==> src/rtl/gpio_pkg.sv <==
// Shared definitions for the GPIO bank: register map, address decode constants, reset values.
// Optional input debounce is enabled by defining GPIO_DEBOUNCE_EN.
package gpio_pkg;

  localparam int ADR_LSB   = 2;
  localparam int REG_SEL_W = 3;

  typedef enum logic [REG_SEL_W-1:0] {
    REG_IN      = 3'd0,
    REG_OUT     = 3'd1,
    REG_DIR     = 3'd2,
    REG_RISE_EN = 3'd3,
    REG_FALL_EN = 3'd4,
    REG_PEND    = 3'd5
  } reg_e;

  localparam logic [31:0] REG_RST = 32'h0000_0000;

endpackage

==> src/rtl/gpio_in_filter.sv <==
// One GPIO input pin: two-flop synchroniser, optional debounce (GPIO_DEBOUNCE_EN), edge detect.
// value_o is the filtered level; rise_o/fall_o pulse for one cycle when it changes.
module gpio_in_filter #(
  parameter int DEBOUNCE_CYCLES = 16
) (
  input  logic clk,
  input  logic rst,
  input  logic pad_i,
  output logic value_o,
  output logic rise_o,
  output logic fall_o
);

  logic sync1_q, sync2_q, prev_q;

  // NOTE: sequential state uses non-blocking assignments so every flop samples pre-edge values.
  always_ff @(posedge clk) begin
    if (rst) begin
      sync1_q <= 1'b0;
      sync2_q <= 1'b0;
      prev_q  <= 1'b0;
    end else begin
      sync1_q <= pad_i;
      sync2_q <= sync1_q;
      prev_q  <= value_o;
    end
  end

`ifdef GPIO_DEBOUNCE_EN
  localparam int CNT_W = $clog2(DEBOUNCE_CYCLES + 1);

  logic [CNT_W-1:0] cnt_q, cnt_d;
  logic             filt_q, filt_d;

  always_comb begin
    cnt_d  = '0;
    filt_d = filt_q;
    if (sync2_q != filt_q) begin
      if (cnt_q == CNT_W'(DEBOUNCE_CYCLES - 1)) begin
        filt_d = sync2_q;
      end else begin
        cnt_d = cnt_q + 1'b1;
      end
    end
  end

  always_ff @(posedge clk) begin
    if (rst) begin
      cnt_q  <= '0;
      filt_q <= 1'b0;
    end else begin
      cnt_q  <= cnt_d;
      filt_q <= filt_d;
    end
  end

  assign value_o = filt_q;
`else
  assign value_o = sync2_q;
`endif

  assign rise_o = value_o & ~prev_q;
  assign fall_o = ~value_o & prev_q;

endmodule

==> src/rtl/gpio_bank.sv <==
// Wishbone GPIO bank: direction/output registers, synchronised inputs, edge-capture PEND with irq.
// Define GPIO_DEBOUNCE_EN to insert a DEBOUNCE_CYCLES filter on every input.
module gpio_bank
  import gpio_pkg::*;
#(
  parameter int WIDTH           = 8,
  parameter int DEBOUNCE_CYCLES = 16
) (
  input  logic             clk,
  input  logic             rst,
  input  logic             wb_cyc_i,
  input  logic             wb_stb_i,
  input  logic             wb_we_i,
  input  logic [31:0]      wb_adr_i,
  input  logic [31:0]      wb_dat_i,
  output logic [31:0]      wb_dat_o,
  output logic             wb_ack_o,
  input  logic [WIDTH-1:0] gpio_i,
  output logic [WIDTH-1:0] gpio_o,
  output logic [WIDTH-1:0] gpio_oe,
  output logic             irq
);

  logic [WIDTH-1:0] in_val, rise, fall;

  for (genvar g = 0; g < WIDTH; g++) begin : g_pin
    gpio_in_filter #(
      .DEBOUNCE_CYCLES(DEBOUNCE_CYCLES)
    ) u_filter (
      .clk    (clk),
      .rst    (rst),
      .pad_i  (gpio_i[g]),
      .value_o(in_val[g]),
      .rise_o (rise[g]),
      .fall_o (fall[g])
    );
  end

  logic [WIDTH-1:0] out_q, out_d;
  logic [WIDTH-1:0] dir_q, dir_d;
  logic [WIDTH-1:0] rise_en_q, rise_en_d;
  logic [WIDTH-1:0] fall_en_q, fall_en_d;
  logic [WIDTH-1:0] pend_q, pend_d;
  logic [31:0]      dat_q, dat_d;
  logic             ack_q, ack_d;
  logic             irq_q, irq_d;

  logic                 req, wr;
  logic [REG_SEL_W-1:0] reg_sel;
  logic [WIDTH-1:0]     wdata, w1c, set;
  logic [31:0]          rdata;

  // Address bits outside adr[4:2] and data bits above WIDTH are intentionally ignored.
  logic unused_bus;
  assign unused_bus = ^{wb_adr_i, wb_dat_i};

  always_comb begin
    req     = wb_cyc_i & wb_stb_i & ~ack_q;
    wr      = req & wb_we_i;
    reg_sel = wb_adr_i[ADR_LSB +: REG_SEL_W];
    wdata   = wb_dat_i[WIDTH-1:0];

    out_d     = out_q;
    dir_d     = dir_q;
    rise_en_d = rise_en_q;
    fall_en_d = fall_en_q;
    w1c       = '0;
    if (wr) begin
      case (reg_sel)
        REG_OUT:     out_d     = wdata;
        REG_DIR:     dir_d     = wdata;
        REG_RISE_EN: rise_en_d = wdata;
        REG_FALL_EN: fall_en_d = wdata;
        REG_PEND:    w1c       = wdata;
        default:     ;
      endcase
    end

    // Set is OR'd after the clear so a same-cycle edge beats a W1C write.
    set    = ((rise & rise_en_q) | (fall & fall_en_q)) & ~dir_q;
    pend_d = (pend_q & ~w1c) | set;

    rdata = '0;
    case (reg_sel)
      REG_IN:      rdata[WIDTH-1:0] = in_val;
      REG_OUT:     rdata[WIDTH-1:0] = out_q;
      REG_DIR:     rdata[WIDTH-1:0] = dir_q;
      REG_RISE_EN: rdata[WIDTH-1:0] = rise_en_q;
      REG_FALL_EN: rdata[WIDTH-1:0] = fall_en_q;
      REG_PEND:    rdata[WIDTH-1:0] = pend_q;
      default:     ;
    endcase

    ack_d = req;
    dat_d = (req & ~wb_we_i) ? rdata : '0;
    irq_d = |(pend_q & (rise_en_q | fall_en_q));
  end

  always_ff @(posedge clk) begin
    if (rst) begin
      out_q     <= REG_RST[WIDTH-1:0];
      dir_q     <= REG_RST[WIDTH-1:0];
      rise_en_q <= REG_RST[WIDTH-1:0];
      fall_en_q <= REG_RST[WIDTH-1:0];
      pend_q    <= REG_RST[WIDTH-1:0];
      dat_q     <= REG_RST;
      ack_q     <= 1'b0;
      irq_q     <= 1'b0;
    end else begin
      out_q     <= out_d;
      dir_q     <= dir_d;
      rise_en_q <= rise_en_d;
      fall_en_q <= fall_en_d;
      pend_q    <= pend_d;
      dat_q     <= dat_d;
      ack_q     <= ack_d;
      irq_q     <= irq_d;
    end
  end

  assign wb_dat_o = dat_q;
  assign wb_ack_o = ack_q;
  assign gpio_o   = out_q;
  assign gpio_oe  = dir_q;
  assign irq      = irq_q;

endmodule

==> config.mk <==
export PLATFORM = sky130hd
export DESIGN_NAME = gpio_bank
export DESIGN_NICKNAME = d
export VERILOG_FILES = /design/src/rtl/gpio_pkg.sv /design/src/rtl/gpio_in_filter.sv /design/src/rtl/gpio_bank.sv
export SDC_FILE = /design/constraint.sdc
export NUM_CORES = 1
export LEC_CHECK = 0
export ABC_CLOCK_PERIOD_IN_PS = 3700
export CORE_UTILIZATION = 25
export DETAILED_ROUTE_END_ITERATION = 10
export SLEW_MARGIN = 20
export SYNTH_ARGS = -nofsm -noshare
export SYNTH_HDL_FRONTEND = slang
export SYNTH_SLANG_ARGS = --single-unit
==> constraint.sdc <==
create_clock -name clk -period 3.7 [get_ports clk]
set_input_delay 0.555 -clock clk [delete_from_list [all_inputs] [get_ports clk]]
set_output_delay 0.555 -clock clk [all_outputs]
set_load 0.005 [all_outputs]
# Yosys cells after proc, flatten, opt, wreduce, memory -nomap -nowiden
# Index checks and enable logic that the tools add are counted.
# op_classes
n_reduce_logical	7
bitwise_logic	49
muxes	3
n_eq_ne	5
# op_table
op	count
$pmux 8 s6	1
$and 8x8->8	5
$or 8x8->8	3
$and 1x1->1	20
$not 1->1	19
$mux 8	2
$not 8->8	2
$reduce_and 2->1	4
$reduce_or 8->1	1
$eq 3x2->1 const B	2
$eq 3x3->1 const B	2
$eq 3x1->1 const B	1
$logic_not 3->1	1
$reduce_or 2->1	1
# word_totals
out_inout_bits	50
input_bits	77
regBits	98
wordCells	97

# Depth between registers and ports, before layout
# Gate-level depths: netlist (run 1).
# depth
word_depth	7
ltp_mapped	5
ltp_nobuf	3

# Hierarchy
# From an unflattened synthesis (run 1), not the netlist that was laid out.
# hier_totals
cells_unflattened	334
hier_area_um2	3236.9
# by_module_without_submodules
module	cells_per_inst	instances	area_per_inst_um2	seq_area_each_um2
gpio_bank	270	1	2506.2	1001.0
gpio_in_filter	8	8	91.3	60.1

# Worst setup path before layout (run 1)
# OpenSTA, ideal clock, no wires.
# synth_path
kind	input-to-reg
from	in wb_adr_i[2]
to	reg dat_q[0], in the netlist wb_dat_o[0]
t_arrival_ns	1.371
setup_ns	0.124
path_slack_ns	2.205
stages	4
path_cell_list	buf_6 -> mux4_2 -> a22oi_1 -> nor2_1
# synth_between
elab_chain_len	2
elab_cells_between_ends	7
# synth_rtl
element	line_no	source
from (decl)	gpio_bank.sv:14	input logic [31:0] wb_adr_i,
$eq 3x3->1 (tied with other cells)	gpio_bank.sv:84	case (reg_sel)
$pmux 8 s6 (*)	gpio_bank.sv:84	
to (signal assigned)	gpio_bank.sv:115	dat_q <= dat_d;
to (decl)	gpio_bank.sv:44	logic [31:0] dat_q, dat_d;
# Every way passes the cells marked *; elsewhere a longest branch is shown, timed or not.
# A chain may end at the register's enable or synchronous reset.

==> results_dict.tcl, run 1 <==
set metrics [dict create \
    cts.path.max_buffers 2 \
    drc_errors 0 \
    leakage_uw 0.00165 \
    drt-wirelength-per-cell_um 13.8 \
    final_nets 445 \
    io_buffers 49 \
    synth-seq-cells 74 \
    hold_viol 0 \
    peakVddDrop_mv 0.198 \
    outcome "completed" \
    cts_max_level 3 \
    drt_pass1_iterations 4 \
    final_max_slew_viol_count 0 \
    synthAdderAreaFrac_pct 0 \
    max_stage_delay_ps 490 \
    rsz0062_at_grt "false" \
    antenna_left 0 \
    first_iter_violations 107 \
    gp_congestion 0.811 \
    syn_area_um2 3260 \
    startpoint_type "input port" \
    layout_commonest_cell "dfxtp_1" \
    tritoncts "built" \
    slew_headroom_pct 61.3 \
    hpwl_mm 5.18 \
    tns_ps 0 \
    final_cell_mix "dfxtp_1 (74), clkdlybuf4s50_1 (49), nand2_1 (48), mux2i_1 (32), nor2b_1 (25)" \
    syn-instance-count 320 \
    critPathMostFrequentCell "buf_4" \
    ys.warnings.count 0 \
    die-height_um 116 \
    required_ps 3950 \
    synth_compound_area_share_pct 6.98 \
    grt_usage_pct 11.8 \
    finClkSkew_ps 4.66 \
    grt_pass1_wl_mm 11.9 \
    die_area_um2 13500 \
    initial_core_util_pct 25.8 \
    num_vias 2358 \
    post-route-period-util_pct 60.6 \
    synth.distinct_cells 27 \
    antennaDiodeCount 0 \
    viasPerCell 4.33 \
    synth_top_family_by_area "simple AND/OR/NAND/NOR gates" \
    grt_overflow 0 \
    finalCriticalPeriod_ps 2240 \
    grt_max_degree 35 \
    cts-hold-fix-buffers 0 \
    muxShareOfSynthArea_pct 18.1 \
    path_class "in -> reg" \
    cts_sinks 74 \
    power_uw 1720 \
    post_cts_buffers 0 \
    clockRootBuffer "clkbuf_16" \
    hp-class "reg -> reg" \
    antenna_found_initial 0 \
    grt_pass1_vias 2249 \
    crit_slowest_cell "inv_1" \
    row_count 41 \
    avgSynthCellArea_um2 10.2 \
    clkTransAtPathRegs_ps 50 \
    ys_seq_area_share_pct 45.4 \
    path_cells "clkdlybuf4s50_1 > buf_4 > inv_1 > buf_4 > nand2_1 > mux2i_1" \
    maxCapViolCount 0 \
    worst_pin_slew_ps 580 \
    end_kind "flop" \
    cts_buffers 9 \
    dieWidth_um 116 \
    synthXorXnorAreaFrac_pct 0 \
    wl_mm 7.52 \
    syn2layout_area_growth_pct 25.1 \
    crit_arrival_ps 2500 \
    power_density_nw_per_um2 422 \
    drive_gt1_share_pct 9.68 \
    ios 127 \
    synthSimpleGateAreaFrac_pct 19.6 \
    core_um2 12700 \
    fmaxAchievable_mhz 446 \
    setup_viol 0 \
    cp_max_fo 34 \
    ctsResizeCount 0 \
    insertion_delay_ps 330 \
]
-- sequential cells by signal, indices dropped and copies added, names as in the netlist --
signal                  cells
rise_en_q                   8
g_pin.u_filter.sync1_q      8
wb_dat_o                    8
gpio_o                      8
irq                         1
g_pin.u_filter.prev_q       8
pend_q                      8
wb_ack_o                    1
fall_en_q                   8
gpio_oe                     8
g_pin.u_filter.value_o      8
-- worst paths after layout --
check | cells after the start | start | slack [ps] | to
max | 6 | rst | 1460 | gpio_oe[3]
min | 1 | g_pin[5].u_filter.sync1_q | 440 | g_pin[5].u_filter.value_o
max reg2reg | 5 | wb_ack_o | 2120 | gpio_oe[3]
min reg2reg | 1 | g_pin[5].u_filter.sync1_q | 440 | g_pin[5].u_filter.value_o
-- kinds of logic (layout without fill, tap and decap cells) --
group,Yosys count,in the layout
buffers and inverters,46,75
AO/OA/AOI/OAI,33,33
other,1,24
multiplexers,48,48
AND/OR/NAND/NOR,118,118
flip-flops,74,74
-- critical path: cells and delay by family --
family                 cells  cell delay, ps
buffers and inverters      4            1560
muxes                      1             170
and+or+nand+nor            1             190
-- cells in the mapped netlist --
library cell	n	area share, %
dfxtp_1	74	45
nand2_1	48	5.5
mux2i_1	32	9.8
buf_4	28	6.4
nor2b_1	25	4.8
nor2_1	17	2.0
o21ai_0	16	2.5
nand4_1	10	1.9
nand3b_1	9	2.1
a22oi_1	8	1.8
a32o_1	8	2.5
mux2_1	8	2.8
mux4_2	8	5.5
clkbuf_1	7	0.81
buf_6	5	1.7
buf_2	4	0.61
inv_1	2	0.23
nand3_4	2	1.1
and2b_4	1	0.31
and3_1	1	0.19
and3b_1	1	0.27
and4b_1	1	0.31
and4bb_2	1	0.38
conb_1	1	0.11
nand2b_1	1	0.19
nand3b_4	1	0.61
o21a_1	1	0.23
-- per-layer routing --
| layer | track usage (%) | wire length, um |
|---|---|---|
| met5 | 0 | 0 |
| met4 | 4.36 | 104 |
| met3 | 2.96 | 282 |
| met2 | 19.4 | 3660 |
| met1 | 14.9 | 3470 |
-- report_power, final --
part | internal [uW] | total, uW | switching [uW]
registers | 811 | 818 | 7.63
clock network | 483 | 791 | 308
logic | 51.7 | 113 | 61.3
total | 1350 | 1720 | 377
-- cell type report --
cell class                      instances  area (um2)
Fill cell                            1307        8590
Multi-Input combinational cell        223        1550
Sequential cell                        74        1480
Timing Repair Buffer                   58         558
Clock buffer                           12         256
Tap cell                              172         215
Clock inverter                          3        15.0
Inverter                                2        7.51
-- through the flow --
step | setup WS, ps | utilization, % | instance area [um2] | hold slack (ps) | cells
after floorplan | 2200 | - | 3350 | 414 | 343
after CTS | 1470 | 32.2 | 4080 | 435 | 544
after global placement | 1190 | 30.1 | 3810 | 421 | 529
final | 1460 | 32.2 | 4080 | 435 | 544
after detailed placement | 1130 | 30.1 | 3810 | 423 | 529
after global routing | 1360 | 32.2 | 4080 | 447 | 544
Power figures use the tool's default switching activity.
==> run 2, diff against run 1 <==
--- a/config.mk
+++ b/config.mk
@@ -5,7 +5,7 @@
 export SDC_FILE = /design/constraint.sdc
 export NUM_CORES = 1
 export LEC_CHECK = 0
-export ABC_CLOCK_PERIOD_IN_PS = 3700
+export ABC_CLOCK_PERIOD_IN_PS = 2200
 export CORE_UTILIZATION = 25
 export DETAILED_ROUTE_END_ITERATION = 10
 export SLEW_MARGIN = 20
==> constraint.sdc (replaced) <==
create_clock -name clk -period 2.2 [get_ports clk]
set_input_delay 0.33 -clock clk [delete_from_list [all_inputs] [get_ports clk]]
set_output_delay 0.33 -clock clk [all_outputs]
set_load 0.005 [all_outputs]
==> results_dict.tcl, run 2 (synthesized netlist as in run 1, its figures left out) <==
set metrics [dict create \
    antennaDiodeCount 0 \
    worst-path-buf-inv 2 \
    required_ps 2390 \
    clkTransAtPathRegs_ps 60 \
    drc_errors 0 \
    clockRootBuffer "clkbuf_16" \
    viasPerCell 4.42 \
    p_int_uw 2630 \
    maxCapViolCount 0 \
    crit_arrival_ps 1810 \
    ctsResizeCount 0 \
    final_cell_mix "dfxtp_1 (74), clkdlybuf4s50_1 (49), nand2_1 (48), mux2i_1 (32), nor2b_1 (25)" \
    leakage_uw 0.00171 \
    drt-wirelength-per-cell_um 13.6 \
    cts_max_level 3 \
    grt_usage_pct 12.0 \
    worst_pin_slew_ps 507 \
    cp_max_fo 30 \
    r2r_cells 5 \
    row_count 41 \
    cp_num_cells 5 \
    p_seq_share_pct 42.1 \
    grt_max_degree 50 \
    cts-hold-fix-buffers 0 \
    cts_sinks 74 \
    tns_ps 0 \
    die-height_um 116 \
    drive_gt1_share_pct 10.6 \
    power.net_switching_uw 645 \
    detailed_place.area_um2 3860 \
    io_buffers 49 \
    antenna_left 0 \
    path_delay_family "buffers and inverters" \
    end_kind "flop" \
    comb_power_share_pct 6.1 \
    slew_headroom_pct 66.2 \
    fillers 1287 \
    startpoint_type "input port" \
    grt_pass1_vias 2325 \
    cts_buffers 9 \
    p_clk_share_pct 51.9 \
    ios 127 \
    hpwl_mm 5.37 \
    final_max_slew_viol_count 0 \
    final_nets 448 \
    fmaxAchievable_mhz 618 \
    grt_overflow 0 \
    p_sw_share_pct 19.7 \
    finalCriticalPeriod_ps 1620 \
    path_class "in -> reg" \
    finClkSkew_ps 7.37 \
    gp_congestion 0.797 \
    rsz0062_at_grt "false" \
    hp-class "reg -> reg" \
    max_stage_delay_ps 520 \
    post_cts_buffers 0 \
    first_iter_violations 109 \
    hold_viol 0 \
    outcome "completed" \
    setup_viol 0 \
    core_um2 12700 \
    power_density_nw_per_um2 777 \
    wl_mm 7.47 \
    fin_area_um2 4210 \
    post-route-period-util_pct 73.6 \
    syn2layout_area_growth_pct 29.1 \
    tritoncts "built" \
    worstHoldPathCells 1 \
    peakVddDrop_mv 0.347 \
    insertion_delay_ps 330 \
    num_vias 2422 \
    die_area_um2 13500 \
    initial_core_util_pct 25.8 \
    dieWidth_um 116 \
    path_cells "clkdlybuf4s50_1 > buf_12 > mux4_2 > a22oi_1 > nor2_1" \
    cts.path.max_buffers 2 \
    grt_pass1_wl_mm 12.1 \
    antenna_found_initial 0 \
    layout_commonest_cell "dfxtp_1" \
    drt_pass1_iterations 4 \
    crit_slowest_cell "mux4_2" \
]
run 2: power by group through the flow:
stage	clock, uW	combinational [uW]	sequential [uW]
4_1_cts	1720	200	1380
3_3_place_gp	0	198	1400
6_report	1700	198	1380
5_1_grt	1790	219	1380
2_1_floorplan	0	146	1400
3_5_place_dp	0	199	1410
run 2: per-stage QoR:
step	worst slack (ps)	utilization (%)	hold WS [ps]	instances	power [uW]
after floorplan	930	-	414	343	1550
after global placement	234	30.4	419	532	1600
after detailed placement	221	30.4	429	532	1600
after CTS	569	33.2	439	548	3300
after global routing	503	33.2	454	548	3390
final	582	33.2	429	548	3270
run 2: layer usage:
layer,wire length (um),track usage (%),up-vias
li1,-,-,1175
met1,3310,14.7,1160
met2,3610,19.5,75
met3,414,2.85,12
met4,131,6.41,0
met5,0,0,-
run 2: layout make-up:
class	instances	area, um2	area share (%)
Clock inverter	4	97.6	2.32
Clock buffer	12	256	6.09
Sequential cell	74	1480	35.2
Tap cell	172	215	5.11
Multi-Input combinational cell	223	1550	36.7
Inverter	2	7.51	0.178
Timing Repair Buffer	61	606	14.4
run 2: path summary, 6_finish.rpt:
kind                             startpoint                         to  slack (ps)
hold / removal    g_pin[4].u_filter.sync1_q  g_pin[4].u_filter.value_o         430
setup / recovery                wb_adr_i[2]                wb_dat_o[3]         580
hold reg to reg   g_pin[4].u_filter.sync1_q  g_pin[4].u_filter.value_o         430
setup reg to reg                   wb_ack_o                 gpio_oe[3]         780
==> run 3, diff against run 2 <==
--- a/config.mk
+++ b/config.mk
@@ -5,7 +5,7 @@
 export SDC_FILE = /design/constraint.sdc
 export NUM_CORES = 1
 export LEC_CHECK = 0
-export ABC_CLOCK_PERIOD_IN_PS = 2200
+export ABC_CLOCK_PERIOD_IN_PS = 1600
 export CORE_UTILIZATION = 25
 export DETAILED_ROUTE_END_ITERATION = 10
 export SLEW_MARGIN = 20
==> constraint.sdc (replaced) <==
create_clock -name clk -period 1.6 [get_ports clk]
set_input_delay 0.24 -clock clk [delete_from_list [all_inputs] [get_ports clk]]
set_output_delay 0.24 -clock clk [all_outputs]
set_load 0.005 [all_outputs]
==> results_dict.tcl, run 3 (synthesized netlist as in run 1, its figures left out) <==
set metrics [dict create \
    post_cts_buffers 0 \
    grt_overflow 0 \
    hpwl_mm 5.31 \
    cts_sinks 74 \
    syn2layout_area_growth_pct 32.6 \
    rsz0062_at_grt "false" \
    setup_viol 0 \
    cts_buffers 9 \
    r2r_start "wb_ack_o" \
    hold_viol 0 \
    gp_congestion 0.808 \
    die_area_um2 13500 \
    outcome "completed" \
    r2r_cells 5 \
    finClkSkew_ps 4.36 \
    cts_max_level 3 \
    grt_max_degree 50 \
    viasPerCell 4.32 \
    drc_errors 0 \
    maxCapViolCount 0 \
    grt_usage_pct 12.0 \
    end_kind "flop" \
    grt_pass1_vias 2442 \
    power_density_nw_per_um2 980 \
    dieWidth_um 116 \
    cp_max_fo 22 \
    final_nets 465 \
    finalCriticalPeriod_ps 1500 \
    fin_cells 564 \
    post-route-period-util_pct 93.7 \
    whs_endpoint "g_pin[2].u_filter.value_o" \
    antenna_left 0 \
    die-height_um 116 \
    layout_commonest_cell "dfxtp_1" \
    hold_start "g_pin[2].u_filter.sync1_q" \
    wl_mm 7.69 \
    fillers 1292 \
    drt_pass1_iterations 4 \
    startpoint_type "input port" \
    antennaDiodeCount 0 \
    path_class "in -> reg" \
    drive_gt1_share_pct 14.3 \
    clkTransAtPathRegs_ps 50 \
    core_um2 12700 \
    leakage_uw 0.00179 \
    final_cell_mix "dfxtp_1 (74), clkdlybuf4s50_1 (49), nand2_1 (48), mux2i_1 (32), nor2b_1 (25)" \
    ctsResizeCount 0 \
    num_vias 2438 \
    io_buffers 49 \
    fmaxAchievable_mhz 667 \
    drt-wirelength-per-cell_um 13.6 \
    antenna_found_initial 0 \
    hp-class "reg -> reg" \
    row_count 41 \
    r2r_slack_ps 270 \
    grt_pass1_wl_mm 12.2 \
    worstHoldPathCells 1 \
    clockRootBuffer "clkbuf_16" \
    crit_arrival_ps 1710 \
    required_ps 1810 \
    cts.path.max_buffers 2 \
    tritoncts "built" \
    first_iter_violations 129 \
    peakVddDrop_mv 0.535 \
    final_max_slew_viol_count 0 \
    reg2reg_to "pend_q[0]" \
    crit_path_start "wb_adr_i[2]" \
    cts-hold-fix-buffers 0 \
    ios 127 \
    tns_ps 0 \
    insertion_delay_ps 330 \
    whs_ps 433 \
    place_inst 549 \
    initial_core_util_pct 25.8 \
]
run 3: where the power goes:
group | total (uW) | internal [uW] | switching, uW
clock network | 2040 | 1320 | 717
logic | 307 | 158 | 149
registers | 1890 | 1880 | 17.3
total | 4240 | 3360 | 883
run 3: worst max-delay path: stages:
cell	delay, ps
clkdlybuf4s50_1	500
buf_12	200
buf_4	160
mux2_1	330
a22oi_1	210
nor2_1	60
run 3: layer usage:
layer	track usage (%)	wire, um	vias up
met5	0	0	-
met4	6.24	147	0
met3	2.54	360	14
met2	19.8	3650	73
met1	14.8	3540	1148
li1	-	-	1203
run 3: worst max path at each step:
stage / end / slack, ps / cells past startpoint
floorplan: pend_q[2] / 350 / 5
global placement: wb_dat_o[3] / -210 / 5
detailed placement: wb_dat_o[1] / -230 / 6
CTS: gpio_oe[7] / 90 / 1
global route: wb_dat_o[1] / 40 / 6
finish: wb_dat_o[1] / 100 / 6
run 3: cell type report:
class	count	area (um2)	area share (%)
clock buffers	13	270	6.24
clock inverters	2	35.0	0.809
inverters	2	7.51	0.173
multi-input cells	223	1550	35.8
flip-flops and latches	74	1480	34.2
well taps	172	215	4.97
repair buffers	78	771	17.8
run 3: metrics by stage:
step | total power, uW | util [%] | cell area (um2) | setup slack, ps
4_1_cts | 4290 | 34.2 | 4330 | 91.6
6_report | 4240 | 34.2 | 4330 | 101
5_1_grt | 4400 | 34.2 | 4330 | 35.9
3_3_place_gp | 2240 | 31.7 | 4020 | -212
3_5_place_dp | 2240 | 31.7 | 4020 | -229
2_1_floorplan | 2130 | - | 3350 | 349
